File: src/rtl/seq_shift_add_mul.sv
// seq_shift_add_mul
//   Iterative shift-add multiplier. Operands are accepted over a valid/ready
//   handshake, one partial product is added per cycle for N cycles, and the
//   2N-bit product is presented over a second valid/ready handshake.
//   Signed operation multiplies the magnitudes and negates the result.
//
//   state | meaning
//   ------+------------------------------------------------------------
//   IDLE  | waiting for operands (in_ready=1); product holds last value
//   BUSY  | N add/shift iterations in progress (busy=1)
//   DONE  | product valid (out_valid=1), held until out_ready
//
// Ports
//   clk, rst_n           clock, asynchronous active-low reset
//   in_valid, in_ready   operand handshake (a, b, is_signed)
//   a, b                 N-bit multiplicand / multiplier
//   is_signed            1: two's complement operands and product
//   out_valid, out_ready product handshake
//   product              2N-bit registered result
//   busy                 high while iterating
module seq_shift_add_mul #(
    parameter int N = 4
) (
    input  logic           clk,
    input  logic           rst_n,
    input  logic           in_valid,
    output logic           in_ready,
    input  logic [N-1:0]   a,
    input  logic [N-1:0]   b,
    input  logic           is_signed,
    output logic           out_valid,
    input  logic           out_ready,
    output logic [2*N-1:0] product,
    output logic           busy
);

    localparam int CW = $clog2(N + 1);

    typedef enum logic [1:0] {
        IDLE = 2'd0,
        BUSY = 2'd1,
        DONE = 2'd2
    } state_t;

    state_t         state;
    state_t         state_next;

    logic [N-1:0]   mcand;
    logic [N-1:0]   mplier;
    logic [N-1:0]   acc;
    logic [CW-1:0]  count;
    logic           sign;

    logic           accept;
    logic           last;
    logic [N-1:0]   a_mag;
    logic [N-1:0]   b_mag;
    logic [N:0]     upper;
    logic [N-1:0]   acc_next;
    logic [N-1:0]   mplier_next;
    logic [2*N-1:0] result;

    assign in_ready  = (state == IDLE);
    assign out_valid = (state == DONE);
    assign busy      = (state == BUSY);
    assign accept    = in_valid && in_ready;
    assign last      = (count == CW'(N - 1));

    // Magnitude of the most negative value wraps to itself, which is the
    // correct unsigned magnitude 2^(N-1).
    assign a_mag = (is_signed && a[N-1]) ? -a : a;
    assign b_mag = (is_signed && b[N-1]) ? -b : b;

    // acc holds the upper half of the running sum, mplier the lower half;
    // the add carry enters at the top as the pair shifts right.
    assign upper       = {1'b0, acc} + {1'b0, (mplier[0] ? mcand : '0)};
    assign acc_next    = upper[N:1];
    assign mplier_next = {upper[0], mplier[N-1:1]};
    assign result      = {acc_next, mplier_next};

    always_ff @(posedge clk or negedge rst_n) begin
        if (!rst_n) begin
            state <= IDLE;
        end else begin
            state <= state_next;
        end
    end

    always_comb begin
        state_next = state;
        case (state)
            IDLE:    if (accept)    state_next = BUSY;
            BUSY:    if (last)      state_next = DONE;
            DONE:    if (out_ready) state_next = IDLE;
            default:                state_next = IDLE;
        endcase
    end

    always_ff @(posedge clk or negedge rst_n) begin
        if (!rst_n) begin
            mcand   <= '0;
            mplier  <= '0;
            acc     <= '0;
            count   <= '0;
            sign    <= 1'b0;
            product <= '0;
        end else begin
            case (state)
                IDLE: begin
                    if (accept) begin
                        mcand  <= a_mag;
                        mplier <= b_mag;
                        acc    <= '0;
                        count  <= '0;
                        sign   <= is_signed & (a[N-1] ^ b[N-1]);
                    end
                end
                BUSY: begin
                    acc    <= acc_next;
                    mplier <= mplier_next;
                    count  <= count + 1'b1;
                    if (last) begin
                        product <= sign ? -result : result;
                    end
                end
                default: ;
            endcase
        end
    end

endmodule

File: config.mk
export PLATFORM = sky130hd
export DESIGN_NAME = seq_shift_add_mul
export DESIGN_NICKNAME = d
export VERILOG_FILES = /design/src/rtl/seq_shift_add_mul.sv
export SDC_FILE = /design/constraint.sdc
export NUM_CORES = 1
export LEC_CHECK = 0
export BUFFER_PORTS_ARGS = -buffer_cell sky130_fd_sc_hd__buf_2
export CAP_MARGIN = 30
export CORE_UTILIZATION = 62
export CTS_BUF_LIST = sky130_fd_sc_hd__clkbuf_8
export DETAILED_ROUTE_END_ITERATION = 12
export PLACE_DENSITY = 0.85
export SYNTH_ARGS = -nofsm -noshare
export SYNTH_HDL_FRONTEND = slang
export SYNTH_SLANG_ARGS = --single-unit
File: constraint.sdc
create_clock -name clk -period 4.2 [get_ports clk]
set_input_delay 0.63 -clock clk [delete_from_list [all_inputs] [get_ports clk]]
set_output_delay 0.63 -clock clk [all_outputs]
set_load 0.02 [all_outputs]
* After elaboration in Yosys (flattened, before gate mapping)
Cells that the tools add are included.
Operators by class: $add $sub $neg 5, multiply operators 0, div/mod/pow operators 0, $lt $le $gt $ge 0, eq/ne operators 6, shifts and indexed selects 0, muxes and demuxes 14, bitwise logic cells 2, reductions and logical operators 9
Operators by type and width (number):
- 4-bit 2-to-1 mux | 5
- 4-bit one-hot mux with 2 select lines | 2
- 8-bit 2-to-1 mux | 1
- 4-bit negator | 2
- 8-bit negator | 1
- 2-bit 2-to-1 mux | 3
- 2-bit by 1-bit != test with 1-bit output (second input constant) | 3
- 2-bit one-hot mux with 3 select lines | 1
- 3-bit one-hot mux with 2 select lines | 1
- 2-bit AND reduction | 3
- 4-bit by 4-bit adder with 5-bit output | 1
- 3-bit by 1-bit adder with 3-bit output (second input constant) | 1
- 3-bit by 2-bit equality test with 1-bit output (second input constant) | 1
- 1-bit logical AND | 3
- 3-bit 2-to-1 mux | 1
- 3-bit AND reduction | 1
- 2-bit by 1-bit equality test with 1-bit output (second input constant) | 1
- 2-bit equality test (second input constant) | 1
- 2-bit logical NOT | 1
- 2-bit nonzero test | 1
- 1-bit bitwise AND | 1
- 1-bit XOR | 1
Storage, ports and cells: bits in registers 26, latch bits 0, bits in writable memories 0, memory bits (read-only) 0, memories 0

* Depth between registers and ports, before layout
word-level depth 4, gate-level depth with buffers 7

* Worst setup path before layout
No wires, ideal clock.
path type register to register, from register mplier[0], to register product[6], library setup time 0.125 ns, data arrival time 2.096 ns, data required time 4.075 ns, path slack 1.980 ns, cell stages (with the launch flop) 7, period minus slack after synthesis 2.220 ns, cells stage by stage dfrtp_1 > and2_1 > ha_1 > fa_1 > o41ai_2 > xnor3_1 > mux2_2
On the way: word-level cells in the longest chain between the ends 4
RTL lines:
- from (decl) | RTL line 49 | logic [N-1:0] mplier;
- from (signal assigned) | RTL line 112 | mplier <= b_mag;
- from (signal assigned) | RTL line 120 | mplier <= mplier_next;
- 4-bit 2-to-1 mux * | RTL line 76 | assign upper = {1'b0, acc} + {1'b0, (mplier[0] ? mcand : '0)};
- 4-bit by 4-bit adder with 5-bit output * | RTL line 76
- 8-bit negator | RTL line 123 | product <= sign ? -result : result;
- 8-bit 2-to-1 mux * | RTL line 123
- to (signal assigned) | RTL line 123
- to (decl) | RTL line 33 | output logic [2*N-1:0] product,
Every way passes the cells marked *; elsewhere a longest branch is shown, timed or not. A chain may end at the register's enable or synchronous reset.

* Worst setup path in the final report
Ends and elaborated chain as after synthesis.

==> results.toml <==
[floorplanning]
num_rows = 17
start_util_pct = 67.0
dieWidth_um = 51.4
io_pins = 24
core-area_um2 = 2250
die-area_um2 = 2640
die_height_um = 51.4

[logic_synthesis]
async_flop_share_pct = 100
share_of_the_yosys_chip_area_belonging_to_registers_pct = 43.1
dominantRegCellSynth = "dfrtp_1"
synth_edf_count = 0
netlist_top_cells_count = "dfrtp_1 (26), nand2_1 (25), o21ai_0 (17)"
synth_area_um2 = 1510
synth_fp_nets = 179
synthCells = 156
yosysTopAreaCell = "dfrtp_1"
yosys.area.top_type_share_pct = 43.1
synth.top_cells.by_area = "dfrtp_1 (43%), ha_1 (7.5%), nand2_1 (6.2%), o21ai_0 (5.6%), xnor2_1 (2.9%)"
synth-warning-count = 0
synth.lib_cells_used.distinct = 39
ys_seq_elements = 26
synth_most_common_cell = "dfrtp_1"
synth_area_per_cell_um2 = 9.68

[critical_path]
worst-r2r-cell-count = 6
rr_startpoint = "mplier[0]$_DFFE_PN0P_"
critical_path.n_buffers_inverters = 0
worst_setup_path_endpoint = "product[6]$_DFFE_PN0P_"
cp.arrival_ns = 2.61
crit_fanout = 5
critPathCaptureType = "register"
worstPathRequired_ns = 4.37
timing.critical_path.cells = "and2_1 -> ha_1 -> fa_1 -> o41ai_2 -> xnor3_1 -> mux2_2"
critical-path-max-stage-delay_ns = 0.57
timing.setup.critical_path_class = "register to register"
critical_path.top_delay_family = "adder cells"
cp-start-kind = "register"
timing.reg2reg.setup_slack_ns = 1.76
cp.depth = 6
crit_slowest_cell = "fa_1"
cp-startpoint = "mplier[0]$_DFFE_PN0P_"
r2r-end = "product[6]$_DFFE_PN0P_"

[drt]
route.vias.total = 1201
detailedRoute.firstPassIterationCount = 4
detail-route-antenna-nets = 0
number_of_drc_markers_after_the_initial_detailed_route_iteration = 30
via_per_inst = 5.80
totalWireLength_mm = 3.06
detail_route.wl_per_cell_um = 14.8
detail_route.drc_violations = 0

[power_and_ir_drop]
p_clk_share_pct = 13.1
fraction_of_power_consumed_by_sequential_logic_pct = 35.4
combPwrFrac_pct = 51.4
switching_share_pct = 44.5
ir_drop_v = 0.000446
static-leakage-power_nw = 0.848
power_density_nw_per_um2 = 734
power.internal_w = 0.000691
power_switching_w = 0.000555

[sta]
slew_violations = 0
worst_slew_margin_rel_pct = 60.1
finalSetupViolations = 0
report.final.hold_viol_count = 0
timing.final.crit_share_pct = 58.1
fin_skew_ns = 0.00343
achievable-frequency_ghz = 0.410
fin_tns_setup_ns = 0
grt_setup_unrepaired = "false"
worstMarginPinSlew_ns = 0.596
timing.final.crit_period_ns = 2.44

[place]
placedCellCount = 203
buffer_ports.inserted = 23
finalWeightedCongestion = 0.854
hpwl_mm = 2.30

[clock_tree]
clk_pin_slew_worst_paths_ns = 0.09
clockBufferDepth = 2
cts_hold_buf = 0
clock_tree.root_cell = "clkbuf_8"
cts-htree-levels = 1
cts_repair_resize_count = 0
cts.sink_count = 26
cts_setup_buffers = 0
cts_tree = "built"
clk_lat_worst_skew_ns = 0.27
cts_made_buffers = 3

[global_routing]
vias_in_the_first_global_route = 1223
global_route_wire_length_before_repair_mm = 5.30
antenna_found_initial = 0
groute.usage.overall_pct = 27.7
globalRouteOverflowTotal = 0
grt_start_max_net_pins = 27

[outcome]
outcome = "finished clean"

[worst_hold_path]
min-delay-path-class = "input port to asynchronous set/reset pin"

[cells_and_area]
layout-area-overhead-vs-synth_pct = 12.5
finish.cell_count_without_fillers = 207
design.final.nets = 203
insertedDiodeCount = 0
post_route_cells_drive_above_1_share_pct = 20.1

[flow_run]
max-cap-violations = 0
## per-layer routing
metal / up-vias / routed length, um / GRT usage, %
li1: 587 / - / -
met1: 574 / 1360 / 32.5
met2: 32 / 1550 / 50.4
met3: 8 / 96 / 3.57
met4: 0 / 57 / 11.7
met5: - / 0 / 0
## registers in the layout, summed over array words and instances, names as in the netlist
name / cells
state: 2
count: 3
mcand: 4
mplier: 4
product: 8
sign: 1
acc: 4
## worst min path at each step
stage                                start                endpoint  slack [ns]  cells past startpoint
finish                               rst_n  product[3]$_DFFE_PN0P_        0.34                      1
global route                         rst_n  product[1]$_DFFE_PN0P_        0.40                      1
CTS                                  rst_n  product[3]$_DFFE_PN0P_        0.36                      1
detailed placement  product[3]$_DFFE_PN0P_  product[3]$_DFFE_PN0P_        0.47                      2
global placement    product[2]$_DFFE_PN0P_  product[2]$_DFFE_PN0P_        0.46                      2
floorplan                            rst_n      acc[0]$_DFFE_PN0P_        0.33                      0
## stage by stage
step           hold slack (ns)  cell area [um^2]  setup WS (ns)  utilization (%)  total power, W
6_report                 0.344              1700           1.76             75.4         0.00125
5_1_grt                  0.398              1700           1.70             75.4         0.00135
4_1_cts                  0.362              1700           1.75             75.4         0.00125
3_5_place_dp             0.465              1640           1.77             72.9         0.00108
3_3_place_gp             0.457              1640           1.92             72.9         0.00104
2_1_floorplan            0.334              1510           1.98                -        0.000914
## power by group through the flow
stage	combinational, W	sequential (W)	clock (W)
finish	0.000641	0.000441	0.000164
global route	0.000723	0.000457	0.000169
CTS	0.000645	0.000441	0.000164
detailed placement	0.000638	0.000446	0
global placement	0.000607	0.000437	0
floorplan	0.000458	0.000457	0
## final cells by class
class / instances / area, um^2
tap: 28 / 35.0
sequential: 26 / 651
timing repair buffer: 23 / 115
clock buffer: 4 / 55.1
multi-input combinational: 116 / 806
fill: 170 / 556
inverter: 10 / 37.5
## cells by family after synthesis
logic type               Yosys count  synth area share, %
buffers and inverters             14                 3.56
multiplexers                       4                 2.73
AO/OA/AOI/OAI                     38                 16.4
flip-flops                        26                 43.1
XOR/XNOR                          10                 6.71
AND/OR/NAND/NOR                   54                 18.7
adder cells (fa/ha/maj)           10                 8.78
## layout by cell type, fill, tap and decap left out, types with 2 or more instances in the layout
cell / Yosys / layout
dfrtp_1: 26 / 26
nand2_1: 25 / 25
buf_2: 1 / 23
o21ai_0: 17 / 17
inv_1: 10 / 10
ha_1: 9 / 9
nand3_1: 8 / 8
and2_1: 5 / 5
nor2_1: 5 / 5
a21oi_1: 5 / 5
xnor2_1: 5 / 5
xor2_1: 4 / 4
clkbuf_8: 0 / 4
mux2i_1: 3 / 3
nand2b_1: 2 / 2
o31ai_1: 2 / 2
a22oi_1: 2 / 2
o21ai_1: 2 / 2
o211ai_1: 2 / 2
No activity file was read; power rests on OpenSTA's default activity.
